[src/rtl/pattern_monitor_pkg.sv]
// pattern_monitor_pkg: shared state type, default thresholds and rotate helper
package pattern_monitor_pkg;
  typedef enum logic [1:0] {IDLE, SEARCH, LOCKED} mon_state_t;
  localparam int DEF_LOCK_COUNT = 4;
  localparam int DEF_LOSS_COUNT = 3;
  function automatic logic [7:0] rotl8(input logic [7:0] v);
    return {v[6:0], v[7]};
  endfunction
endpackage

[src/rtl/pattern_monitor_rot_tracker.sv]
// rot_tracker: holds last sample of one bus and flags a miss against its left rotation
module rot_tracker #(
  parameter int WIDTH = 8
) (
  input  logic             clk,
  input  logic             reset,
  input  logic             valid,
  input  logic [WIDTH-1:0] d,
  output logic             mismatch
);
  logic [WIDTH-1:0] prev_q, prev_d;
  // every strobed sample becomes the new reference, good or bad
  always_comb prev_d = valid ? d : prev_q;
  // reference register
  always_ff @(posedge clk) prev_q <= reset ? '0 : prev_d;
  assign mismatch = d != {prev_q[WIDTH-2:0], prev_q[WIDTH-1]};
endmodule

[src/rtl/pattern_monitor.sv]
// pattern_monitor: lock/loss FSM and saturating error counter over two rotating buses
module pattern_monitor
  import pattern_monitor_pkg::*;
#(
  parameter int WIDTH      = 8,
  parameter int LOCK_COUNT = DEF_LOCK_COUNT,
  parameter int LOSS_COUNT = DEF_LOSS_COUNT,
  parameter int COUNT_W    = 16
) (
  input  logic               clk,
  input  logic               reset,
  input  logic               valid,
  input  logic [WIDTH-1:0]   d1,
  input  logic [WIDTH-1:0]   d2,
  input  logic               clr,
  output logic               locked,
  output logic               mismatch1,
  output logic               mismatch2,
  output logic               err_pulse,
  output logic [COUNT_W-1:0] err_count
);
  localparam int RW = $clog2(LOCK_COUNT + 1);
  localparam int MW = $clog2(LOSS_COUNT + 1);
  mon_state_t state_q, state_d;
  logic [RW-1:0] run_q, run_d;
  logic [MW-1:0] miss_q, miss_d;
  logic mismatch1_q, mismatch1_d, mismatch2_q, mismatch2_d, err_pulse_q, err_pulse_d;
  logic [COUNT_W-1:0] err_count_q, err_count_d;
  logic mm1, mm2, bad;
  rot_tracker #(.WIDTH(WIDTH)) u_trk1 (.clk(clk), .reset(reset), .valid(valid), .d(d1), .mismatch(mm1));
  rot_tracker #(.WIDTH(WIDTH)) u_trk2 (.clk(clk), .reset(reset), .valid(valid), .d(d2), .mismatch(mm2));
  assign bad = mm1 | mm2;
  // next-state: IDLE only primes the trackers, SEARCH counts good runs, LOCKED counts misses
  always_comb begin
    state_d = state_q;
    run_d = run_q;
    miss_d = miss_q;
    mismatch1_d = mismatch1_q;
    mismatch2_d = mismatch2_q;
    err_pulse_d = 1'b0;
    err_count_d = err_count_q;
    if (valid) begin
      mismatch1_d = (state_q != IDLE) && mm1;
      mismatch2_d = (state_q != IDLE) && mm2;
      if (state_q == IDLE) begin
        state_d = SEARCH;
        run_d = '0;
      end else if (state_q == SEARCH) begin
        run_d = bad ? '0 : run_q + 1'b1;
        if (!bad && int'(run_q) + 1 == LOCK_COUNT) begin
          state_d = LOCKED;
          run_d = '0;
          miss_d = '0;
        end
      end else begin
        miss_d = bad ? miss_q + 1'b1 : '0;
        err_pulse_d = bad;
        if (bad) err_count_d = &err_count_q ? err_count_q : err_count_q + 1'b1;
        if (bad && int'(miss_q) + 1 == LOSS_COUNT) begin
          state_d = SEARCH;
          run_d = '0;
        end
      end
    end
    if (clr) err_count_d = '0;
  end
  // state and registered outputs
  always_ff @(posedge clk) begin
    if (reset) begin
      state_q <= IDLE;
      run_q <= '0;
      miss_q <= '0;
      mismatch1_q <= 1'b0;
      mismatch2_q <= 1'b0;
      err_pulse_q <= 1'b0;
      err_count_q <= '0;
    end else begin
      state_q <= state_d;
      run_q <= run_d;
      miss_q <= miss_d;
      mismatch1_q <= mismatch1_d;
      mismatch2_q <= mismatch2_d;
      err_pulse_q <= err_pulse_d;
      err_count_q <= err_count_d;
    end
  end
  assign locked = state_q == LOCKED;
  assign mismatch1 = mismatch1_q;
  assign mismatch2 = mismatch2_q;
  assign err_pulse = err_pulse_q;
  assign err_count = err_count_q;
endmodule
[config.mk]
export PLATFORM = sky130hd
export DESIGN_NAME = pattern_monitor
export DESIGN_NICKNAME = d
export VERILOG_FILES = /design/src/rtl/pattern_monitor_pkg.sv /design/src/rtl/pattern_monitor_rot_tracker.sv /design/src/rtl/pattern_monitor.sv
export SDC_FILE = /design/constraint.sdc
export NUM_CORES = 1
export LEC_CHECK = 0
export ABC_AREA = 1
export CORE_ASPECT_RATIO = 1.2
export CORE_MARGIN = 2
export CORE_UTILIZATION = 29
export CTS_BUF_LIST = sky130_fd_sc_hd__clkbuf_8 sky130_fd_sc_hd__clkbuf_16
export CTS_CLUSTER_SIZE = 40
export DETAILED_ROUTE_END_ITERATION = 10
export GPL_TIMING_DRIVEN = 1
export SYNTH_ARGS = -nofsm -noshare
export SYNTH_HDL_FRONTEND = slang
export SYNTH_SLANG_ARGS = --single-unit
[constraint.sdc]
create_clock -name clk -period 1.5 [get_ports clk]
set_clock_uncertainty 0.05 [all_clocks]
set_input_delay 0.3 -clock clk [delete_from_list [all_inputs] [get_ports clk]]
set_output_delay 0.3 -clock clk [all_outputs]
set_load 0.02 [all_outputs]
==> impl_results.md <==
* Diodes inserted at 0
* Fin. max-slew vios at 0
* Routed vias at 2434
* Initial antenna violation count at 0
* Vias/cell at 4.51
* Setup WS post-layout at -127 ps
* Hold Fails Final Rpt at 0
* Die W at 84.3 um
* GR Overflow Total at 0
* Fraction of layout cells with a size suffix above 1 at 0.364
* CP Data Required Time at 1690 ps
* Library cells used by synthesis at 28
* Detailed Place HPWL at 4300 um
* Placer congestion estimate at 0.899
* Max_slew headroom at 0.795
* Arr. time, crit path at 1810 ps
* Clock transition at path regs at 90 ps
* Period minus WS final at 1630 ps
* Chip height at 100 um
* Layout Cells excl Fill at 540
* Fmax at 615 MHz
* Crit-path cells: ha_4 -> nand2_4 -> nor2_4 -> nand2_2 -> clkinv_2 -> nand3b_1 -> and3_4 -> nand2_8 -> inv_12 -> nand2_2 -> a21oi_2
* Syn_nets at 362
* Post-Synthesis Cells at 339
* Peak fanout along the critical path at 7
* Static Leak at 1.70 nW
* CTS tree: yes
* Most used cell, CP: nand2_2
* Synthesized area at 2250 um2
* Worst setup EP type: flip-flop
* Max capacitance violation total at 0
* Worst vdd ir at 0.000530 V
* CTS Buffer Depth at 2
* First-pass GRT wire length at 10700 um
* Vias in the first global route at 2450
* RSZ-0062 raised after global routing: true
* CTS root buf: clkbuf_8
* Min-Delay Path Class: input port to flip-flop
* Finish-stage setup viols at 24
* Rows at 35
* Drt first pass iters at 4
* All-Layer GR Usage at 0.155
* Violated checks: setup timing
* Setup Crit Path Kind: flip-flop to flip-flop
* DRT antenna net count at 0
* Synth warnings at 0
* Core area at 7580 um2
* DRC Markers at 0
* PwrDens at 764 nW/um2
* Routed WL per cell at 11.6 um
* Number of port buffers at 39
* I/O pin count at 40
* CP peak stage delay at 360 ps
* Worst skew pair latency at 300 ps
* First DRT Iteration DRCs at 61
* # H-tree levels at 2
* Pre-CTS setup slack at -637 ps
* Period utilization at 1.08
* Total clock sinks at 42
* Synthesized area per cell at 6.63 um2
* Critical Path Start Type: flip-flop
* Slew @ Worst Pin at 308 ps
* Die area at 8470 um2
* Seq/Total Area, Yosys at 0.374
* Hold Path Depth at 3
* CTS buffer count at 5
* Largest net degree at the start of global routing at 29
* Nets@finish at 470
* Crit path max-delay cell type: dfxtp_4
* Status: complete, but fails checks
* Synthesized flop and latch total at 42
* Routed WL at 6270 um
* Area Overhead vs Synth at 61.5%
* Starting Density at 0.296
* Placed cells at 520
* Worst r2r path cells at 11
## final timing paths
check	start	end	slack, ps
setup / recovery	err_count[1]	err_count[12]	-130
hold / removal	d1[0]	u_trk1.prev_q[0]	380
setup reg to reg	err_count[1]	err_count[12]	-130
hold reg to reg	run_q[2]	run_q[2]	420
## cell usage in the layout, fill, tap and decap left out, types with 2 or more instances in the layout
cell type        instances
xor2_1                   9
clkbuf_8                 6
nor3_1                   3
o21ai_0                 18
a21oi_2                 14
dfxtp_4                  2
clkbuf_2                 4
inv_1                   43
dlygate4sd2_1           30
xnor2_1                  3
clkdlybuf4s50_1          3
nand3_2                  2
a21oi_1                 23
nand3b_1                 2
ha_1                     2
nor2_1                  30
dfxtp_1                 28
nand2_8                  2
dfxtp_2                 12
nand2_2                 16
clkdlybuf4s15_1          2
buf_6                    3
inv_2                    5
nor2_2                   7
nor2_4                   3
buf_4                   64
nand4_1                  3
nand3_4                  2
nand2_4                  7
o21ai_1                  5
nand3_1                  6
nand2_1                 74
buf_12                   2
## area by class of cell
cell class | instances | area (um2)
clock inverter | 1 | 30.0
clock buffer | 7 | 108
timing repair inverter | 1 | 16.3
timing repair buffer | 108 | 887
inverter | 50 | 201
tap | 92 | 115
multi-input combinational | 239 | 1410
fill | 787 | 3950
sequential | 42 | 863
## per-stage QoR
| step | power (mW) | TNS, ps | hold slack (ps) | util | cell area [um2] |
|---|---|---|---|---|---|
| 2_1_floorplan | 1.46 | -1390 | 383 | - | 2290 |
| 3_3_place_gp | 1.66 | -12930 | 399 | 0.424 | 3210 |
| 3_5_place_dp | 1.66 | -13940 | 411 | 0.424 | 3210 |
| 4_1_cts | 2.75 | -1850 | 372 | 0.464 | 3520 |
| 5_1_grt | 2.90 | -4290 | 411 | 0.479 | 3630 |
| 6_report | 2.77 | -2050 | 384 | 0.479 | 3630 |
## logic make-up (layout without fill, tap and decap cells)
group / count (synthesis) / count (layout) / share of synthesized area
simple gates: 160 / 162 / 0.306
compound gates: 61 / 61 / 0.141
buf+inv: 60 / 167 / 0.111
flops: 42 / 42 / 0.374
xor+xnor: 13 / 13 / 0.0507
fa+ha+maj: 3 / 3 / 0.0167
## cell usage after synthesis
| cell type | instances | area (um2) |
|---|---|---|
| a21oi_1 | 34 | 170 |
| a21oi_2 | 3 | 26.3 |
| and3_4 | 1 | 11.3 |
| buf_1 | 1 | 3.75 |
| buf_2 | 1 | 5.00 |
| buf_6 | 1 | 11.3 |
| buf_8 | 1 | 15.0 |
| clkbuf_1 | 6 | 22.5 |
| clkinv_2 | 1 | 5.00 |
| dfxtp_1 | 42 | 841 |
| ha_1 | 3 | 37.5 |
| inv_1 | 48 | 180 |
| inv_4 | 1 | 6.26 |
| nand2_1 | 93 | 349 |
| nand2_2 | 2 | 12.5 |
| nand2_4 | 1 | 11.3 |
| nand2_8 | 1 | 20.0 |
| nand3_1 | 10 | 50.1 |
| nand3b_1 | 2 | 15.0 |
| nand4_1 | 3 | 18.8 |
| nor2_1 | 36 | 135 |
| nor2_2 | 4 | 25.0 |
| nor3_1 | 4 | 20.0 |
| nor3b_1 | 1 | 7.51 |
| nor4_1 | 2 | 12.5 |
| o21ai_0 | 24 | 120 |
| xnor2_1 | 3 | 26.3 |
| xor2_1 | 10 | 87.6 |
## registers in the layout, summed over array words and instances, names as in the netlist
register,flops
err_pulse,1
u_trk2.prev_q,8
miss_q,2
mismatch2,1
err_count,16
state_q,2
u_trk1.prev_q,8
run_q,3
mismatch1,1
## per-layer routing
layer	GRT usage	wire, um
met1	0.174	2700
met2	0.295	3230
met3	0.0280	247
met4	0.0476	92
met5	0	0
## worst max-delay path: cells and delay by family, from the launching register on
kind            cells  cell delay [ps]
compound gates      1              110
buf+inv             2              150
simple gates        7              730
fa+ha+maj           1              160
flops               1              360
## power breakdown
part           internal [mW]  switching [mW]
clock                  0.643           0.417
sequential              1.16          0.0303
combinational          0.226           0.292
## repair_timing
item,in CTS,in global routing
setup endpoints to repair,44,30
gates resized for setup,81,45
endpoints found under the hold margin,0,0
hold buffers,0,0
setup buffers,7,2
pin swaps,21,13
gates cloned,3,0
No activity file was read; power rests on OpenSTA's default activity.
